### src/rtl/alu_pkg.sv
// Shared ALU code table and execution FSM states, used by both the control
// decoder and the execution unit so the two ends agree on one encoding.
package alu_pkg;

  localparam logic [3:0] ALU_AND  = 4'b0000;
  localparam logic [3:0] ALU_SLL  = 4'b0001;
  localparam logic [3:0] ALU_OR   = 4'b0010;
  localparam logic [3:0] ALU_ADD  = 4'b0100;
  localparam logic [3:0] ALU_ADDI = 4'b0101;
  localparam logic [3:0] ALU_SRL  = 4'b0110;
  localparam logic [3:0] ALU_MULT = 4'b0111;
  localparam logic [3:0] ALU_SUB  = 4'b1100;

  typedef enum logic {
    IDLE = 1'b0,
    MUL  = 1'b1
  } alu_state_t;

endpackage

### src/rtl/mult_seq.sv
// Iterative unsigned shift-add multiplier: one multiplier bit per clock,
// WIDTH clocks per product. done marks the final iteration; prod is valid then.
module mult_seq #(
  parameter int WIDTH = 16
) (
  input  logic               clk,
  input  logic               reset,
  input  logic               start,
  input  logic [WIDTH-1:0]   a,
  input  logic [WIDTH-1:0]   b,
  output logic               busy,
  output logic               done,
  output logic [2*WIDTH-1:0] prod
);

  localparam int CW = (WIDTH > 1) ? $clog2(WIDTH) : 1;

  // acc = {carry, upper half, multiplier-being-consumed}
  logic [2*WIDTH:0] acc;
  logic [2*WIDTH:0] acc_nxt;
  logic [WIDTH-1:0] mcand;
  logic [WIDTH:0]   upper_sum;
  logic [CW-1:0]    cnt;

  always_comb begin
    upper_sum = acc[2*WIDTH:WIDTH] + {1'b0, (acc[0] ? mcand : '0)};
    acc_nxt   = {1'b0, upper_sum, acc[WIDTH-1:1]};
  end

  assign done = busy && (cnt == CW'(WIDTH - 1));
  assign prod = acc_nxt[2*WIDTH-1:0];

  always_ff @(posedge clk) begin
    if (reset) begin
      busy <= 1'b0;
      cnt  <= '0;
    end else if (start && !busy) begin
      busy <= 1'b1;
      cnt  <= '0;
    end else if (busy) begin
      cnt <= cnt + CW'(1);
      if (done) busy <= 1'b0;
    end
  end

  // Datapath registers carry no reset; busy qualifies them.
  always_ff @(posedge clk) begin
    if (start && !busy) begin
      acc   <= {{(WIDTH+1){1'b0}}, b};
      mcand <= a;
    end else if (busy) begin
      acc <= acc_nxt;
    end
  end

endmodule

### src/rtl/alu_exec.sv
// EX-stage ALU: single-cycle ops complete in one clock, mult runs on the
// sequential multiplier while busy stalls the pipeline.
module alu_exec
  import alu_pkg::*;
#(
  parameter int WIDTH = 16,
  parameter int SHW   = $clog2(WIDTH)
) (
  input  logic             clk,
  input  logic             reset,
  input  logic             start,
  input  logic [3:0]       alu_ctrl,
  input  logic [WIDTH-1:0] a,
  input  logic [WIDTH-1:0] b,
  output logic [WIDTH-1:0] result,
  output logic [WIDTH-1:0] hi,
  output logic             zero,
  output logic             ovf,
  output logic             illegal,
  output logic             busy,
  output logic             done
);

  function automatic logic add_ovf(input logic signed [WIDTH-1:0] x,
                                   input logic signed [WIDTH-1:0] y,
                                   input logic signed [WIDTH-1:0] r);
    return (x[WIDTH-1] == y[WIDTH-1]) && (r[WIDTH-1] != x[WIDTH-1]);
  endfunction

  function automatic logic sub_ovf(input logic signed [WIDTH-1:0] x,
                                   input logic signed [WIDTH-1:0] y,
                                   input logic signed [WIDTH-1:0] r);
    return (x[WIDTH-1] != y[WIDTH-1]) && (r[WIDTH-1] != x[WIDTH-1]);
  endfunction

  alu_state_t state;

  logic signed [WIDTH-1:0] sa, sb, sum_s, diff_s;
  logic [WIDTH-1:0]        alu_res;
  logic                    alu_ovf, alu_ill;
  logic                    mul_go, m_done;
  logic [2*WIDTH-1:0]      m_prod;

  assign sa     = signed'(a);
  assign sb     = signed'(b);
  assign sum_s  = sa + sb;
  assign diff_s = sa - sb;
  assign mul_go = (state == IDLE) && start && (alu_ctrl == ALU_MULT);

  always_comb begin
    alu_res = '0;
    alu_ovf = 1'b0;
    alu_ill = 1'b0;
    case (alu_ctrl)
      ALU_ADD, ALU_ADDI: begin
        alu_res = unsigned'(sum_s);
        alu_ovf = add_ovf(sa, sb, sum_s);
      end
      ALU_SUB: begin
        alu_res = unsigned'(diff_s);
        alu_ovf = sub_ovf(sa, sb, diff_s);
      end
      ALU_AND:  alu_res = a & b;
      ALU_OR:   alu_res = a | b;
      ALU_SLL:  alu_res = a << b[SHW-1:0];
      ALU_SRL:  alu_res = a >> b[SHW-1:0];
      ALU_MULT: alu_res = '0;
      default:  alu_ill = 1'b1;
    endcase
  end

  mult_seq #(.WIDTH(WIDTH)) u_mult (
    .clk   (clk),
    .reset (reset),
    .start (mul_go),
    .a     (a),
    .b     (b),
    .busy  (busy),
    .done  (m_done),
    .prod  (m_prod)
  );

  // Outputs hold between completions; done is a single-cycle pulse.
  always_ff @(posedge clk) begin
    if (reset) begin
      state   <= IDLE;
      result  <= '0;
      hi      <= '0;
      zero    <= 1'b0;
      ovf     <= 1'b0;
      illegal <= 1'b0;
      done    <= 1'b0;
    end else begin
      done <= 1'b0;
      case (state)
        IDLE: begin
          if (start) begin
            if (alu_ctrl == ALU_MULT) begin
              state <= MUL;
            end else begin
              result  <= alu_res;
              zero    <= (alu_res == '0);
              ovf     <= alu_ovf;
              illegal <= alu_ill;
              done    <= 1'b1;
            end
          end
        end
        MUL: begin
          if (m_done) begin
            result  <= m_prod[WIDTH-1:0];
            hi      <= m_prod[2*WIDTH-1:WIDTH];
            zero    <= (m_prod[WIDTH-1:0] == '0);
            ovf     <= 1'b0;
            illegal <= 1'b0;
            done    <= 1'b1;
            state   <= IDLE;
          end
        end
        default: state <= IDLE;
      endcase
    end
  end

endmodule

### config.mk
export PLATFORM = sky130hd
export DESIGN_NAME = alu_exec
export DESIGN_NICKNAME = d
export VERILOG_FILES = /design/src/rtl/alu_pkg.sv /design/src/rtl/mult_seq.sv /design/src/rtl/alu_exec.sv
export SDC_FILE = /design/constraint.sdc
export NUM_CORES = 1
export LEC_CHECK = 0
export CAP_MARGIN = 20
export CORE_MARGIN = 3
export CORE_UTILIZATION = 47
export DETAILED_ROUTE_END_ITERATION = 10
export HOLD_SLACK_MARGIN = 0.15
export MAX_ROUTING_LAYER = met4
export PLACE_DENSITY = 0.68
export SETUP_SLACK_MARGIN = 0.2
export SLEW_MARGIN = 20
export SYNTH_ARGS = -nofsm -noshare
export SYNTH_HDL_FRONTEND = slang
export SYNTH_SLANG_ARGS = --single-unit
### constraint.sdc
create_clock -name clk -period 4.2 [get_ports clk]
set_clock_uncertainty 0.15 [all_clocks]
set_input_delay 0.42 -clock clk [delete_from_list [all_inputs] [get_ports clk]]
set_output_delay 0.42 -clock clk [all_outputs]
set_load 0.03 [all_outputs]
==> flow_metrics.tcl, run 1 <==
set metrics [dict create \
    area_growth_pct 20.36 \
    cts-root-buf "clkbuf_16" \
    multiInputGateArea_sq_um 5344 \
    gp_congestion 1.095 \
    drive_gt1_frac 0.1396 \
    die_h_um 135.5 \
    placed_cells 1260 \
    power_w 0.002847 \
    min_path_type "reg2reg" \
    cp-end-kind "flop" \
    rows 46 \
    maxCapViolCount 0 \
    fp.dieW_um 135.5 \
    cts.sink_count 90 \
    crit_arrival_ps 3780 \
    coreArea_sq_um 16170 \
    cp_max_fo 5 \
    final_cells 1276 \
    grt_pass1_wl_um 40530 \
    reg2reg_depth 14 \
    detail-route-antenna-nets 0 \
    r2r_start "u_mult.acc[0]" \
    min_from "result[11]" \
    setup_viol 0 \
    drt_first_pass_iters 5 \
    ys_ff_latch 90 \
    worstReg2RegEnd "hi[15]" \
    irDropWorstVdd_v 0.0001877 \
    start_util 0.4875 \
    grt_pass1_vias 7393 \
    cts_hold_buf 0 \
    synth_ff_type "dfxtp_1" \
    num-nets-final 1165 \
    postSynthCellCount 961 \
    drtIter0Drc 837 \
    synth_nets 1071 \
    path_cells "clkdlybuf4s50_1 -> buf_4 -> ha_1 -> inv_1 -> fa_1 -> nand2b_1 -> a21oi_1 -> nor4b_1 -> o31ai_1 -> a221oi_1 -> o21ai_0 -> nor3_1 -> a32o_2" \
    synth_area_per_cell_sq_um 8.204 \
    cts_buffers 9 \
    port_buffers 75 \
    diodes 0 \
    pin_count 76 \
    critical_path_class "in2reg" \
    yosysWarnings 0 \
    powerDensity_nw_per_um2 300.0 \
    relSlewSlack 0.5566 \
    crit_start "a[0]" \
    clockBufferDepth 2 \
    fin_hold_ws_ps 302.1 \
    worst_path_largest_cell_delay_ps 540 \
    vias 7899 \
    ys_seq_area_frac 0.2692 \
    reg2reg_slack_ps 790 \
    post-dp-hpwl_um 20080 \
    fin_setup_tns_ps 0 \
    yosysUniqueCellTypes 87 \
    wl_per_cell_um 20.10 \
    nFillCells 1484 \
    cts.clk_slew.worst_paths_ps 70 \
    drt-vias-per-instance 6.190 \
    fmax_mhz 270.9 \
    netlist_area_sq_um 7884 \
    gr-total-overflow 0 \
    cp-start-kind "input port" \
    cts_setup_buffers 0 \
    drc 0 \
    synth_edf_count 32 \
    regArea_sq_um 2122 \
    synth-async-reset-ratio 0 \
    finalCriticalPeriod_ps 3691 \
    die_area_sq_um 18360 \
    cts_resized 0 \
    clock_latency_ps 340 \
    tritoncts "yes" \
    worst_pin_slew_ps 665.0 \
    htree_levels 3 \
    drt-total-wl_um 25650 \
    drv_slew 0 \
    cp.required_ps 4280 \
    utilization 0.5867 \
    status "completed" \
    antenna_found_initial 0 \
    rsz0062_at_grt "no" \
    hold_violations 0 \
    cp_slowest_cell "o31ai_1" \
    crit_end "zero" \
    grt_start_max_net_pins 43 \
    timing.final.crit_share 0.8789 \
    grt_util_all_layers 0.2897 \
    p_leak_nw 3.757 \
]
state kept, by name, summed over array words and instances, names as in the netlist:
name,count
state,1
hi,16
u_mult.acc,32
zero,1
ovf,1
u_mult.cnt,4
done,1
u_mult.mcand,16
illegal,1
result,16
u_mult.busy,1
routing by layer:
layer | track usage | vias up | share of wire
met2 | 0.4513 | 389 | 0.46
met3 | 0.03678 | 75 | 0.073
met4 | 0.1193 | 0 | 0.044
met5 | - | - | 0
li1 | - | 3717 | -
met1 | 0.3832 | 3718 | 0.42
cell usage in the layout (no fill, tap or decap), drive strengths merged, types with 11 or more instances in the layout:
cell,n
nand2,131
nor2,89
clkdlybuf4s50,74
a21oi,72
ha,68
buf,66
inv,59
dfxtp,58
o21ai,46
edfxtp,32
mux2,29
nor3,21
and2,20
nand2b,18
mux4,16
o211ai,15
a211oi,15
mux2i,13
nor4,13
o221ai,12
nand4,11
worst max-delay path, delay by kind of cell:
family          cells  cell delay [ps]
compound gates      5             1610
fa+ha+maj           2              610
buf+inv             3              670
simple gates        3              470
cells by family (layout without fill, tap and decap cells):
group           count (synthesis)  in the layout  share of synthesized area
compound gates                258            258                     0.2216
mux                            58             58                     0.1041
simple gates                  355            355                     0.2166
flops                          90             90                     0.2692
xor+xnor                       16             16                    0.01778
buf+inv                       113            212                    0.05523
fa+ha+maj                      71             71                     0.1155
where the power goes:
part | leakage [nW] | switching [W] | total, W | internal [W]
Sequential | 0.764 | 0.0000444 | 0.00102 | 0.000977
Clock | 0.149 | 0.000385 | 0.000806 | 0.000421
Combinational | 2.84 | 0.000597 | 0.00102 | 0.000422
worst min path at each step:
| stage | slack [ps] | cells past startpoint | endpoint |
|---|---|---|---|
| global route | 320 | 2 | hi[5] |
| floorplan | 290 | 2 | u_mult.acc[16] |
| finish | 300 | 2 | result[11] |
| detailed placement | 290 | 2 | result[11] |
| global placement | 290 | 2 | result[11] |
| CTS | 300 | 2 | result[11] |
synth_stat cells (all sizes together), types with 6 or more instances:
cell type,count,share of area
o221ai,12,0.013
nand2b,18,0.014
o211ai,15,0.014
clkbuf,44,0.021
nand3,10,0.0063
o21ai,46,0.029
ha,68,0.11
dfxtp,58,0.15
nor2b,9,0.0071
o22ai,7,0.0056
and2,20,0.016
buf,13,0.0076
edfxtp,32,0.12
a31oi,6,0.0048
nor3,21,0.013
mux4,16,0.046
nor3b,6,0.0057
nor4,13,0.012
a21oi,72,0.046
xor2,7,0.0078
mux2i,13,0.017
a211oi,15,0.014
a221o,7,0.0089
nand4,11,0.0087
inv,54,0.026
o31ai,8,0.0076
o21a,8,0.0076
xnor2,9,0.010
nor2,89,0.042
nand2,131,0.062
mux2,29,0.042
through the flow:
stage               setup slack, ps  instance area (sq um)
finish                        508.7                   9489
global placement              283.8                   9193
global route                  267.0                   9489
floorplan                     890.2                   7884
detailed placement            236.7                   9193
CTS                           582.4                   9489
layout make-up:
cell class | instances | share of cell area
Clock buffer | 9 | 0.02373
Clock inverter | 7 | 0.007516
Inverter | 56 | 0.02215
Multi-Input combinational cell | 758 | 0.5632
Sequential cell | 90 | 0.2236
Tap cell | 216 | 0.02848
Timing Repair Buffer | 140 | 0.1313
(Power assumes the default switching activity.)
==> run 2: changes to the inputs <==
--- a/config.mk
+++ b/config.mk
@@ -8,6 +8,7 @@
 export CAP_MARGIN = 20
 export CORE_MARGIN = 3
 export CORE_UTILIZATION = 47
+export CTS_BUF_LIST = sky130_fd_sc_hd__clkbuf_4
 export DETAILED_ROUTE_END_ITERATION = 10
 export HOLD_SLACK_MARGIN = 0.15
 export MAX_ROUTING_LAYER = met4
==> constraint.sdc (replaced) <==
create_clock -name clk -period 3.83 [get_ports clk]
set_clock_uncertainty 0.15 [all_clocks]
set_input_delay 0.383 -clock clk [delete_from_list [all_inputs] [get_ports clk]]
set_output_delay 0.383 -clock clk [all_outputs]
set_load 0.03 [all_outputs]
==> flow_metrics.tcl, run 2 (synthesis gave the netlist of run 1 again) <==
set metrics [dict create \
    final_cells 1318 \
    nFillCells 1465 \
    pin_count 76 \
    mostFrequentLayoutCells "nand2_1 (131), buf_4 (99), nor2_1 (88)" \
    finalCriticalPeriod_ps 3450 \
    grt_pass1_wl_um 40830 \
    drt-total-wl_um 26480 \
    drt-vias-per-instance 6.010 \
    cp_slowest_cell "or4_4" \
    timing.final.crit_share 0.9007 \
    gr-total-overflow 0 \
    num-nets-final 1204 \
    die_h_um 135.5 \
    clock_latency_ps 470 \
    design_area_sq_um 9682 \
    drv_slew 0 \
    tritoncts "yes" \
    min_path_type "reg2reg" \
    drtIter0Drc 756 \
    final_common_cell "nand2_1" \
    reg2reg_depth 14 \
    status "completed" \
    cts_buffers 9 \
    p_leak_nw 3.895 \
    coreArea_sq_um 16170 \
    fmax_mhz 289.9 \
    gp_congestion 1.071 \
    cp.buffers_inverters 3 \
    area_growth_pct 22.81 \
    rows 46 \
    wl_per_cell_um 20.09 \
    fp.dieW_um 135.5 \
    irDropWorstVdd_v 0.0001909 \
    setup_slack_ps 380.1 \
    setup_viol 0 \
    r2r_start "u_mult.acc[0]" \
    holdPathStages 2 \
    reg2reg_slack_ps 500 \
    cts.sink_count 90 \
    grt_util_all_layers 0.2946 \
    critical_path_class "in2reg" \
    dr_wl_met3_um 2041 \
    drc 0 \
    die_area_sq_um 18360 \
    cp-start-kind "input port" \
    start_util 0.4875 \
    cp-end-kind "flop" \
    pre_cts_ws_ps -110.4 \
    vias 7921 \
    detail-route-antenna-nets 0 \
    maxCapViolCount 0 \
    crit_arrival_ps 3740 \
    placed_area_sq_um 9508 \
    grt_start_max_net_pins 42 \
    cts_hold_buf 0 \
    cp.required_ps 4120 \
    htree_levels 3 \
    top_register "u_mult.acc" \
    post-dp-hpwl_um 20970 \
    relSlewSlack 0.3923 \
    antenna_found_initial 1 \
    met1_length_um 11080 \
    min_from "result[8]" \
    met2_length_um 12410 \
    worstReg2RegEnd "hi[15]" \
    worst_path_largest_cell_delay_ps 530 \
    path_cells "clkdlybuf4s50_1 -> inv_1 -> ha_1 -> inv_1 -> fa_1 -> nor3b_1 -> nor3_1 -> xnor2_1 -> o22ai_1 -> or4_4 -> nor4_2 -> nand4_1 -> nor4_2 -> a32o_2" \
    largest_reg_flops 32 \
    clockBufferDepth 2 \
    placed_cells 1297 \
    powerDensity_nw_per_um2 293.0 \
    worst_pin_slew_ps 907.5 \
    hold_violations 0 \
    top_layer_used "met4" \
    grt_pass1_vias 7479 \
    cts-root-buf "clkbuf_4" \
    hold_path_end "result[8]" \
    rsz0062_at_grt "no" \
    cp_max_fo 2 \
    crit_family "simple AND/OR/NAND/NOR gates" \
    port_buffers 75 \
    drive_gt1_frac 0.1720 \
    cts.clk_slew.worst_paths_ps 180 \
    drt_first_pass_iters 6 \
]
run 2: changes by cell type in the layout (fill, tap and decap cells not counted), sizes merged:
| cell | delta |
|---|---|
| clkbuf | +1 |
| buf | +38 |
| diode | +3 |
run 2: through the flow:
step                setup TNS [ps]    util  power, W  hold WS [ps]
detailed placement          -110.4  0.5879  0.002278         296.2
global route                     0  0.5986  0.002996         341.7
finish                           0  0.5986  0.002837         313.0
global placement            -62.96  0.5879  0.002271         291.3
floorplan                        0       -  0.001852         289.1
CTS                              0  0.5968  0.002829         316.8
run 2: layer usage:
layer,vias to the layer above,global-route usage
li1,3798,-
met1,3756,0.3838
met2,318,0.4624
met3,49,0.05201
met4,0,0.1064
met5,-,-
run 2: timing repair:
action	CTS	global route
buffers inserted	0	2
resized for setup	0	3
hold endpoints to repair	0	0
setup endpoints to repair	0	2
run 2: report_power, final:
| part | internal [W] | switching, W | total [W] | leakage, nW |
|---|---|---|---|---|
| clock network | 0.000161 | 0.000393 | 0.000554 | 0.0796 |
| registers | 0.00107 | 0.0000450 | 0.00112 | 0.764 |
| logic | 0.000498 | 0.000668 | 0.00117 | 3.05 |
run 2: worst reg2reg max path, cell delays in order (launching register included):
cell       delay, ps
edfxtp_1         510
and2_1           190
ha_1             160
inv_1             60
fa_1             430
nor2b_1          120
o21ai_0          100
a21boi_0         200
buf_4            160
o2111ai_1        130
a21boi_0         270
o311a_1          270
o211a_1          200
o21ai_0           70
a311oi_1         250
run 2: cell type report:
| class | instances | area (sq um) | area share |
|---|---|---|---|
| flip-flops and latches | 90 | 2122 | 0.2192 |
| repair buffers | 179 | 1574 | 0.1626 |
| well taps | 216 | 270.3 | 0.02791 |
| multi-input cells | 758 | 5354 | 0.5530 |
| clock inverters | 7 | 76.32 | 0.007883 |
| inverters | 56 | 210.2 | 0.02171 |
| clock buffers | 9 | 67.56 | 0.006979 |
| diodes | 3 | 7.507 | 0.0007754 |
run 2: how the worst max path moves through the flow:
stage | from | endpoint | slack, ps | cells past startpoint
floorplan | alu_ctrl[1] | u_mult.acc[10] | 560 | 7
global placement | a[0] | zero | -60 | 14
detailed placement | a[0] | zero | -110 | 14
CTS | a[0] | zero | 410 | 14
global route | u_mult.acc[0] | hi[15] | 240 | 14
finish | a[0] | zero | 380 | 14
==> run 3: changes to the inputs <==
--- a/config.mk
+++ b/config.mk
@@ -9,12 +9,12 @@
 export CORE_MARGIN = 3
 export CORE_UTILIZATION = 47
 export CTS_BUF_LIST = sky130_fd_sc_hd__clkbuf_4
+export CTS_CLUSTER_DIAMETER = 200
 export DETAILED_ROUTE_END_ITERATION = 10
 export HOLD_SLACK_MARGIN = 0.15
 export MAX_ROUTING_LAYER = met4
 export PLACE_DENSITY = 0.68
 export SETUP_SLACK_MARGIN = 0.2
-export SLEW_MARGIN = 20
 export SYNTH_ARGS = -nofsm -noshare
 export SYNTH_HDL_FRONTEND = slang
 export SYNTH_SLANG_ARGS = --single-unit
==> results of run 3 <==
No change in the layout: final DEF, timing and power equal those of run 2.
